[src/rtl/neuron_mac_if.sv]
// Handshake bundle between a neuron_mac and its producer/consumer.
// master drives operands and out_ready; slave is the MAC itself.
interface neuron_mac_if #(
   parameter int unsigned DATA_W = 16
);
   logic              start;
   logic [DATA_W-1:0] bias;
   logic              in_valid;
   logic              in_ready;
   logic [DATA_W-1:0] x_in;
   logic [DATA_W-1:0] w_in;
   logic              out_valid;
   logic              out_ready;
   logic [DATA_W-1:0] y_out;
   logic              busy;
   logic              sat_flag;

   modport master (
      output start, bias, in_valid, x_in, w_in, out_ready,
      input  in_ready, out_valid, y_out, busy, sat_flag
   );

   modport slave (
      input  start, bias, in_valid, x_in, w_in, out_ready,
      output in_ready, out_valid, y_out, busy, sat_flag
   );
endinterface

[src/rtl/neuron_mac.sv]
// Sequential Q-format multiply-accumulate for one neuron: bias plus N_TERMS
// saturated products, handed downstream over a valid/ready handshake.
module neuron_mac #(
   parameter int unsigned N_TERMS = 4,
   parameter int unsigned DATA_W  = 16,
   parameter int unsigned FRAC_W  = 8
) (
   input logic         clk,
   input logic         rst_n,
   neuron_mac_if.slave bus
);

   localparam int unsigned CntW  = $clog2(N_TERMS + 1);
   localparam int unsigned ProdW = 2 * DATA_W;

   localparam logic signed [ProdW-1:0] ProdMax = {{(DATA_W + 1){1'b0}}, {(DATA_W - 1){1'b1}}};
   localparam logic signed [ProdW-1:0] ProdMin = {{(DATA_W + 1){1'b1}}, {(DATA_W - 1){1'b0}}};
   localparam logic [DATA_W-1:0]       AccMax  = {1'b0, {(DATA_W - 1){1'b1}}};
   localparam logic [DATA_W-1:0]       AccMin  = {1'b1, {(DATA_W - 1){1'b0}}};
   localparam logic [CntW-1:0]         LastCnt = CntW'(N_TERMS - 1);

   typedef enum logic [1:0] {StIdle, StAccum, StDone} state_e;

   state_e            state_q, state_d;
   logic [DATA_W-1:0] acc_q, acc_d;
   logic [CntW-1:0]   cnt_q, cnt_d;
   logic              sat_q, sat_d;

   logic signed [ProdW-1:0] x_ext, w_ext, prod_full, prod_shr;
   logic [DATA_W-1:0]       prod_sat;
   logic                    prod_clamp;
   logic [DATA_W:0]         sum;
   logic [DATA_W-1:0]       acc_sum;
   logic                    sum_clamp;
   logic                    accept;

   // Datapath: full product, floor shift, clamp, then 17-bit saturating add.
   always_comb begin
      x_ext      = ProdW'($signed(bus.x_in));
      w_ext      = ProdW'($signed(bus.w_in));
      prod_full  = x_ext * w_ext;
      prod_shr   = prod_full >>> FRAC_W;
      prod_clamp = 1'b0;
      prod_sat   = prod_shr[DATA_W-1:0];
      if (prod_shr > ProdMax) begin
         prod_sat   = AccMax;
         prod_clamp = 1'b1;
      end else if (prod_shr < ProdMin) begin
         prod_sat   = AccMin;
         prod_clamp = 1'b1;
      end
      sum       = {acc_q[DATA_W-1], acc_q} + {prod_sat[DATA_W-1], prod_sat};
      acc_sum   = sum[DATA_W-1:0];
      sum_clamp = 1'b0;
      // Top two bits disagree only when the sum left the representable range.
      if (sum[DATA_W] != sum[DATA_W-1]) begin
         acc_sum   = sum[DATA_W] ? AccMin : AccMax;
         sum_clamp = 1'b1;
      end
   end

   // Next-state and operand bookkeeping.
   always_comb begin
      state_d = state_q;
      acc_d   = acc_q;
      cnt_d   = cnt_q;
      sat_d   = sat_q;
      accept  = 1'b0;
      unique case (state_q)
         StIdle: begin
            if (bus.start) begin
               acc_d   = bus.bias;
               cnt_d   = '0;
               sat_d   = 1'b0;
               state_d = StAccum;
            end
         end
         StAccum: begin
            accept = bus.in_valid;
            if (accept) begin
               acc_d = acc_sum;
               cnt_d = cnt_q + CntW'(1);
               sat_d = sat_q | prod_clamp | sum_clamp;
               if (cnt_q == LastCnt) state_d = StDone;
            end
         end
         StDone: begin
            if (bus.out_ready) state_d = StIdle;
         end
         default: state_d = StIdle;
      endcase
   end

   // State registers with synchronous active-low reset.
   always_ff @(posedge clk) begin
      if (!rst_n) begin
         state_q <= StIdle;
         acc_q   <= '0;
         cnt_q   <= '0;
         sat_q   <= 1'b0;
      end else begin
         state_q <= state_d;
         acc_q   <= acc_d;
         cnt_q   <= cnt_d;
         sat_q   <= sat_d;
      end
   end

   // Outputs decode only the registered state.
   always_comb begin
      bus.in_ready  = (state_q == StAccum);
      bus.out_valid = (state_q == StDone);
      bus.busy      = (state_q != StIdle);
      bus.y_out     = acc_q;
      bus.sat_flag  = sat_q;
   end

endmodule

[src/flat_wrapper.sv]
// flat-port wrapper written by rule: the top's interface ports become plain ports
module neuron_mac_flat 
#(
   parameter int unsigned N_TERMS = 4,
   parameter int unsigned DATA_W  = 16,
   parameter int unsigned FRAC_W  = 8
)
  (clk, rst_n, bus_start, bus_bias, bus_in_valid, bus_x_in, bus_w_in, bus_out_ready, bus_in_ready, bus_out_valid, bus_y_out, bus_busy, bus_sat_flag);
  neuron_mac_if #(.DATA_W(DATA_W)) bus_i ();
  input logic clk;
  input logic rst_n;
  input wire logic [$bits(bus_i.start)-1:0] bus_start;
  input wire logic [$bits(bus_i.bias)-1:0] bus_bias;
  input wire logic [$bits(bus_i.in_valid)-1:0] bus_in_valid;
  input wire logic [$bits(bus_i.x_in)-1:0] bus_x_in;
  input wire logic [$bits(bus_i.w_in)-1:0] bus_w_in;
  input wire logic [$bits(bus_i.out_ready)-1:0] bus_out_ready;
  output wire logic [$bits(bus_i.in_ready)-1:0] bus_in_ready;
  output wire logic [$bits(bus_i.out_valid)-1:0] bus_out_valid;
  output wire logic [$bits(bus_i.y_out)-1:0] bus_y_out;
  output wire logic [$bits(bus_i.busy)-1:0] bus_busy;
  output wire logic [$bits(bus_i.sat_flag)-1:0] bus_sat_flag;
  assign bus_i.start = bus_start;
  assign bus_i.bias = bus_bias;
  assign bus_i.in_valid = bus_in_valid;
  assign bus_i.x_in = bus_x_in;
  assign bus_i.w_in = bus_w_in;
  assign bus_i.out_ready = bus_out_ready;
  assign bus_in_ready = bus_i.in_ready;
  assign bus_out_valid = bus_i.out_valid;
  assign bus_y_out = bus_i.y_out;
  assign bus_busy = bus_i.busy;
  assign bus_sat_flag = bus_i.sat_flag;
  neuron_mac #(.N_TERMS(N_TERMS), .DATA_W(DATA_W), .FRAC_W(FRAC_W)) u_core (.clk(clk), .rst_n(rst_n), .bus(bus_i));
endmodule
[config.mk]
export PLATFORM = sky130hd
export DESIGN_NAME = neuron_mac_flat
export DESIGN_NICKNAME = d
export VERILOG_FILES = /design/src/rtl/neuron_mac_if.sv /design/src/rtl/neuron_mac.sv /design/src/flat_wrapper.sv
export SDC_FILE = /design/constraint.sdc
export NUM_CORES = 1
export LEC_CHECK = 0
export BUFFER_PORTS_ARGS = -buffer_cell sky130_fd_sc_hd__buf_2
export CAP_MARGIN = 25
export CORE_MARGIN = 2
export CORE_UTILIZATION = 70
export DETAILED_ROUTE_END_ITERATION = 8
export GPL_ROUTABILITY_DRIVEN = 0
export PLACE_DENSITY = 0.95
export SLEW_MARGIN = 10
export SYNTH_ARGS = -nofsm -noshare
export SYNTH_HDL_FRONTEND = slang
export SYNTH_SLANG_ARGS = --single-unit
[constraint.sdc]
create_clock -name clk -period 23.5 [get_ports clk]
set_input_delay 1.175 -clock clk [delete_from_list [all_inputs] [get_ports clk]]
set_output_delay 1.175 -clock clk [all_outputs]
set_load 0.02 [all_outputs]
==> results of run 1 <==
-- sequential cells by signal, indices dropped and copies added, names as in the netlist --
| name | flops |
|---|---|
| u_core.bus.sat_flag | 1 |
| u_core.cnt_q | 3 |
| u_core.state_q | 2 |
| u_core.bus.y_out | 16 |
-- path summary, 6_finish.rpt --
check	startpoint	cells after the start	endpoint
worst max-delay path	bus_w_in[2]	35	u_core.bus.y_out[0]
worst min-delay path	u_core.cnt_q[1]	2	u_core.cnt_q[1]
worst max register to register	u_core.bus.y_out[0]	11	u_core.bus.y_out[0]
worst min register to register	u_core.cnt_q[1]	2	u_core.cnt_q[1]
-- through the flow --
step                worst slack (ns)  area [µm²]   util
global route                   12.04       12500  0.751
global placement               12.88       12400  0.745
finish                         12.58       12500  0.751
CTS                            12.68       12500  0.751
detailed placement             12.45       12400  0.745
floorplan                      13.45       11900      -
-- critical path, delay by kind of cell --
kind                       cells  cell delay [ns]
adders and majority gates      9             4.41
buffers and inverters          7             0.79
and+or+nand+nor                8             1.84
AOI/OAI and AO/OA             11             2.83
-- cells in the final DEF, fill, tap and decap left out, types with 5 or more instances in the layout --
cell type	instances
inv_1	304
fa_1	262
nand2_1	143
and2_1	120
ha_1	97
buf_2	72
a21oi_1	54
o21ai_0	42
nor2_1	38
a21o_1	33
xnor2_1	29
dfxtp_1	22
nor3_1	13
xor2_1	13
nand2b_1	11
nand3_1	10
nor2b_1	10
a211oi_1	9
a21oi_2	7
o21a_1	7
o31ai_1	7
o21ai_1	6
a31oi_1	6
o21bai_1	5
o211ai_1	5
-- cells by family (layout without fill, tap and decap cells) --
family                   Yosys count  after routing  synth area share
AO/OA/AOI/OAI                    206            206             0.114
XOR/XNOR                          42             42            0.0309
adder cells (fa/ha/maj)          359            359             0.542
buffers and inverters            349            381             0.112
flip-flops                        22             22            0.0370
multiplexers                       2              2           0.00168
AND/OR/NAND/NOR                  378            378             0.162
-- final cells by class --
cell class | instances | share of cell area
Timing Repair Buffer | 72 | 0.0289
Multi-Input combinational cell | 987 | 0.813
Tap cell | 220 | 0.0221
Sequential cell | 22 | 0.0353
Inverter | 305 | 0.0919
Clock inverter | 1 | 0.00241
Clock buffer | 3 | 0.00603
-- layer usage --
metal  wire length [µm]  track usage  part of all wire
met1              10600        0.414              0.37
met2              14700        0.595              0.51
met3               2000       0.0465             0.070
met4               1320        0.135             0.046
met5                  0            0                 0
==> impl_metrics.toml, run 1 <==
[timing]
clock_skew_ns = 0.00703
fmax_ghz = 0.0916
setup_tns_ns = 0
setup_violations = 0
fin_crit_sh = 0.465
period_needed_ns = 10.92
slew_headroom = 0.302
rsz0062_at_grt = "no"
whs_ns = 0.477
tightest_slew_ns = 1.05
finalHoldViolations = 0
maxSlewViolCount = 0

[die]
core_area_um2 = 16600
fp-row-count = 47
dieWidth_um = 134
ios = 73
start_util = 0.718
die_y_um = 134
dieArea_um2 = 18100

[clock_tree]
cts_resized = 0
clk_pin_slew_worst_paths_ns = 0.06
cts_tree = "done"
clock_latency_ns = 0.26
cts.sinks = 22
cts_setup_buffers = 0
cts_buffer_depth = 2
cts.hold.buffers_added = 0
cts-root-buf = "clkbuf_16"
cts_max_level = 1
cts_buffers = 3

[setup_path]
cp_common_cell = "fa_1"
worst-endpoint-required_ns = 23.65
critPathMaxFanout = 16
max_stage_delay_ns = 0.88
reg2reg_slack_ns = 20.03
slowest_stage = "fa_1"
cp-end-kind = "flip-flop"
worstPathArrival_ns = 11.07
worstSetupPathType = "in -> reg"
crit_path_start_kind = "input port"

[place]
hpwlAfterDp_um = 23900
post-place-cells = 1606
numPortBuffers = 72

[route]
drtAntennaViolNets = 0
firstDrtPassIters = 5
routed_wl_um = 28600
num_vias = 9592
wire_per_inst_um = 17.8
drt-initial-drc-count = 691
drc_errors = 0
via_per_inst = 5.96

[synth]
seq_area_frac_synth = 0.0370
ys_seq_elements = 22
ys.flop_type = "dfxtp_1"
yosysWarnings = 0
post-synth-top-area-fraction = 0.440
yosys-top-cells-area = "fa_1 (44%), ha_1 (10%), inv_1 (9.6%), and2_1 (6.3%), nand2_1 (4.5%)"
yosys.area.top_type = "fa_1"
synth_nets = 1770
mappedNetlistArea_um2 = 11900
synthTopCellsByCount = "inv_1 (304), fa_1 (262), nand2_1 (143)"
ys_types = 68
synth.most_common_cell = "inv_1"
postSynthCellCount = 1358
synth-edff-count = 0
syn_avg_cell_area_um2 = 8.77
async_flop_share = 0

[final_layout]
syn_to_final_growth_pct = 4.59
diodes = 0
layout.nets = 1803
layoutNonFillerInstCount = 1610
seqCellArea_um2 = 440
final_layout_size_suffix_gt1_frac = 0.0770
multi_input_area_um2 = 10100
fillCellCount = 1115

[job]
max-cap-violations = 0

[global_routing]
grt_remaining_overflow = 0
grt_max_degree = 26
grt_use_total = 0.335
antenna_found_initial = 0
grt_pass1_vias = 10400
grt_pass1_wl_um = 48600

[outcome]
status = "finished, final reports clean"

[hold_path]
hold_path_class = "reg -> reg"
Power of run 1 is left out: the tool's default activity adds up to more than one toggle a clock period on the data nets, which glitch-free logic cannot reach.
==> inputs of run 2 (changes only) <==
CORE_UTILIZATION = 65   (was 70)
clock period = 10.1 ns   (was 23.5 ns; I/O delays follow)
==> run 2 against run 1 <==
Effect of this change: global-route usage decreased by 1.7 points; critical path depth unchanged; hold slack improved by 0.011 ns; critical path type unchanged; critical endpoint is now u_core.bus.y_out[5].
==> impl_metrics.toml, run 2 (same netlist as run 1, synthesis figures left out) <==
[outcome]
status = "finished, final reports clean"

[setup_path]
slowest_stage = "fa_2"
reg2reg_depth = 11
max_stage_delay_ns = 0.64
worst-endpoint-required_ns = 10.23
crit_path_start_kind = "input port"
reg2reg_slack_ns = 7.02
crit_end = "u_core.bus.y_out[5]"
r2r_start = "u_core.bus.y_out[0]"
worstSetupPathType = "in -> reg"
critPathMaxFanout = 16
cp-end-kind = "flip-flop"
r2r-end = "u_core.bus.y_out[5]"
worstPathArrival_ns = 9.74
startpoint = "bus_w_in[2]"

[route]
drc_errors = 0
num_vias = 9638
routed_wl_um = 29200
wire_per_inst_um = 18.0
via_per_inst = 5.93
drtAntennaViolNets = 0
firstDrtPassIters = 5
drt-initial-drc-count = 690

[clock_tree]
clk_pin_slew_worst_paths_ns = 0.06
cts.sinks = 22
cts_max_level = 1
cts_tree = "done"
cts_buffer_depth = 2
cts-root-buf = "clkbuf_16"
cts.hold.buffers_added = 0
cts_buffers = 3
clock_latency_ns = 0.26

[place]
hpwlAfterDp_um = 24300
numPortBuffers = 72
post-place-cells = 1618
place_ws_ns = 0.0811
place_area_um2 = 12400

[final_layout]
largest_reg_flops = 16
layout.nets = 1809
layoutNonFillerInstCount = 1625
final_layout_size_suffix_gt1_frac = 0.0831
diodes = 0
layout_common_cells = "inv_1 (304), fa_1 (261), nand2_1 (143), and2_1 (120), ha_1 (97)"
fin_area_um2 = 12500
syn_to_final_growth_pct = 5.16
final_common_cell = "inv_1"

[timing]
fin_ws_ns = 0.499
slew_headroom = 0.512
finalHoldViolations = 0
rsz0062_at_grt = "no"
period_needed_ns = 9.60
fmax_ghz = 0.104
tightest_slew_ns = 0.731
setup_tns_ns = 0
fin_crit_sh = 0.951
clock_skew_ns = 0.00282
setup_violations = 0
maxSlewViolCount = 0

[hold_path]
hold_path_class = "reg -> reg"

[global_routing]
grt_pass1_wl_um = 50500
grt_max_degree = 26
grt_remaining_overflow = 0
grt_pass1_vias = 10500
antenna_found_initial = 0
grt_use_total = 0.317

[die]
core_area_um2 = 18000
die_y_um = 139
ios = 73
dieWidth_um = 139
start_util = 0.663
fp-row-count = 49
dieArea_um2 = 19400

[job]
max-cap-violations = 0
run 2: cell count changes in the layout (fill, tap and decap cells not counted), sizes merged:
cell	delta
buf	+6
run 2: worst min-delay path by stage:
stage / slack (ns) / start / to / depth (start not counted)
after floorplan: 0.44 / u_core.cnt_q[1] / u_core.cnt_q[1] / 2
after global placement: 0.45 / u_core.cnt_q[1] / u_core.cnt_q[1] / 2
after detailed placement: 0.49 / u_core.cnt_q[1] / u_core.cnt_q[1] / 2
after CTS: 0.50 / u_core.cnt_q[1] / u_core.cnt_q[1] / 2
after global routing: 0.52 / u_core.cnt_q[1] / u_core.cnt_q[1] / 2
final: 0.49 / u_core.cnt_q[1] / u_core.cnt_q[1] / 2
run 2: what timing repair did:
action	CTS	global route
resized for setup	0	3
endpoints found under the setup margin	0	17
endpoints found under the hold margin	0	0
buffers inserted	0	2
run 2: through the flow:
step / utilization / hold slack, ns
final: 0.697 / 0.488
after detailed placement: 0.690 / 0.487
after CTS: 0.695 / 0.495
after floorplan: - / 0.445
after global routing: 0.697 / 0.525
after global placement: 0.690 / 0.453
run 2: metal layers:
metal / vias to the layer above / track usage / part of all wire
met4: 0 / 0.104 / 0.040
met5: - / 0 / 0
li1: 4246 / - / -
met1: 4716 / 0.405 / 0.37
met3: 141 / 0.0578 / 0.088
met2: 535 / 0.550 / 0.50
run 2: worst max-delay path, delay by kind of cell:
family | cells | cell delay [ns]
compound gates | 11 | 2.04
fa+ha+maj | 9 | 4.15
buf+inv | 7 | 0.72
simple gates | 8 | 2.28
run 2: final cells by class:
| cell class | instances | area, µm² |
|---|---|---|
| fill | 1243 | 5440 |
| tap | 229 | 287 |
| inverter | 305 | 1140 |
| multi-input combinational | 987 | 10100 |
| sequential | 22 | 440 |
| clock inverter | 1 | 30.0 |
| clock buffer | 3 | 75.1 |
| timing repair buffer | 78 | 405 |
Power of run 2 is left out for the same reason.
==> inputs of run 3 (changes only) <==
CAP_MARGIN = 20   (was 25)
REMOVE_ABC_BUFFERS = 1   (was default)
clock period = 10.8 ns   (was 10.1 ns; I/O delays follow)
==> run 3 against run 2 <==
Effect of this change: count of clock-buffer cells in the layout did not move; clock skew fell by 0.00063 ns; final area fell by 0.39%; cell count fell by 0.31%; critical path depth did not move; die area did not move; first-iteration DRC count fell by 22%; sequential share of layout area barely moved; setup slack improved by 0.099 ns; non-clock buffer count fell by 5; wire length fell by 5.0%; global-route usage fell by 2.0 points.
==> impl_metrics.toml, run 3 (same netlist as run 1, synthesis figures left out) <==
[outcome]
status = "finished, final reports clean"

[final_layout]
fillCellCount = 1255
layout_common_cells = "inv_1 (304), fa_1 (262), nand2_1 (143), and2_1 (120), ha_1 (97)"
final_layout_size_suffix_gt1_frac = 0.0776
multi_input_area_um2 = 10100
diodes = 0
layout.nets = 1804
final_common_cell = "inv_1"
final_util = 0.695
seqCellArea_um2 = 440
syn_to_final_growth_pct = 4.75
largest_reg_flops = 16

[global_routing]
grt_pass1_wl_um = 47800
grt_use_total = 0.298
grt_pass1_vias = 10200
grt_max_degree = 26
grt_remaining_overflow = 0
antenna_found_initial = 0

[die]
core_area_um2 = 18000
ios = 73
dieArea_um2 = 19400
start_util = 0.663
die_y_um = 139
fp-row-count = 49
dieWidth_um = 139

[route]
via_per_inst = 5.79
routed_wl_um = 27800
drtAntennaViolNets = 0
firstDrtPassIters = 5
wire_per_inst_um = 17.1
num_vias = 9372
drc_errors = 0
drt-initial-drc-count = 535

[setup_path]
cp-end-kind = "flip-flop"
cp_common_cell = "fa_1"
worst-endpoint-required_ns = 10.95
crit_path_start_kind = "input port"
max_stage_delay_ns = 0.85
reg2reg_slack_ns = 7.39
reg2reg_depth = 11
r2r_start = "u_core.bus.y_out[0]"
slowest_stage = "fa_1"
worstPathArrival_ns = 10.35
worstSetupPathType = "in -> reg"
r2r-end = "u_core.bus.y_out[1]"
critPathMaxFanout = 16
startpoint = "bus_x_in[15]"

[timing]
clock_skew_ns = 0.00219
fin_crit_sh = 0.945
setup_tns_ns = 0
finalHoldViolations = 0
slew_headroom = 0.480
period_needed_ns = 10.20
setup_violations = 0
fmax_ghz = 0.0980
tightest_slew_ns = 0.775
rsz0062_at_grt = "no"
maxSlewViolCount = 0

[clock_tree]
cts.hold.buffers_added = 0
cts_buffer_depth = 2
cts_setup_buffers = 0
cts_buffers = 3
clock_latency_ns = 0.26
clk_pin_slew_worst_paths_ns = 0.06
cts_tree = "done"
cts_resized = 0
cts.sinks = 22
cts_max_level = 1
cts-root-buf = "clkbuf_16"

[place]
hpwlAfterDp_um = 23700
numPortBuffers = 72

[job]
max-cap-violations = 0

[hold_path]
hold_start = "u_core.cnt_q[1]"
whs_path_depth = 2
hold_path_class = "reg -> reg"
hold-path-endpoint = "u_core.cnt_q[1]"
==> run 3: cell count changes in the layout (fill, tap and decap cells not counted), sizes merged <==
cell  delta
buf      -5
==> run 3: layout make-up <==
class,count,share of cell area
well taps,229,0.0230
clock buffers,3,0.00602
inverters,305,0.0917
flip-flops and latches,22,0.0353
multi-input cells,987,0.812
repair buffers,73,0.0295
clock inverters,1,0.00241
==> run 3: worst max-delay path by stage <==
| stage | endpoint | slack [ns] | cells after the start |
|---|---|---|---|
| floorplan | u_core.bus.y_out[1] | 1.69 | 34 |
| global placement | u_core.bus.y_out[0] | 0.81 | 35 |
| detailed placement | u_core.bus.y_out[1] | 0.45 | 35 |
| CTS | u_core.bus.y_out[1] | 0.71 | 35 |
| global route | u_core.bus.y_out[1] | 0.06 | 35 |
| finish | u_core.bus.y_out[1] | 0.60 | 35 |
==> run 3: per-stage QoR <==
step	worst slack, ns	instance area, µm²	hold slack [ns]	cells
3_5_place_dp	0.452	12400	0.486	1615
5_1_grt	0.0553	12500	0.527	1620
3_3_place_gp	0.815	12400	0.452	1615
2_1_floorplan	1.69	11700	0.445	1314
4_1_cts	0.711	12500	0.495	1619
6_report	0.597	12500	0.488	1620
==> run 3: worst max-delay path: cells and delay by family <==
family	cells	cell delay, ns
simple gates	8	1.85
fa+ha+maj	9	4.34
buf+inv	7	0.75
compound gates	11	2.82
==> run 3: per-layer routing <==
metal | wire [µm] | share of wire | track usage
met3 | 2150 | 0.077 | 0.0375
met2 | 14300 | 0.52 | 0.535
met5 | 0 | 0 | 0
met4 | 738 | 0.027 | 0.0835
met1 | 10500 | 0.38 | 0.380
Power of run 3 is left out for the same reason.
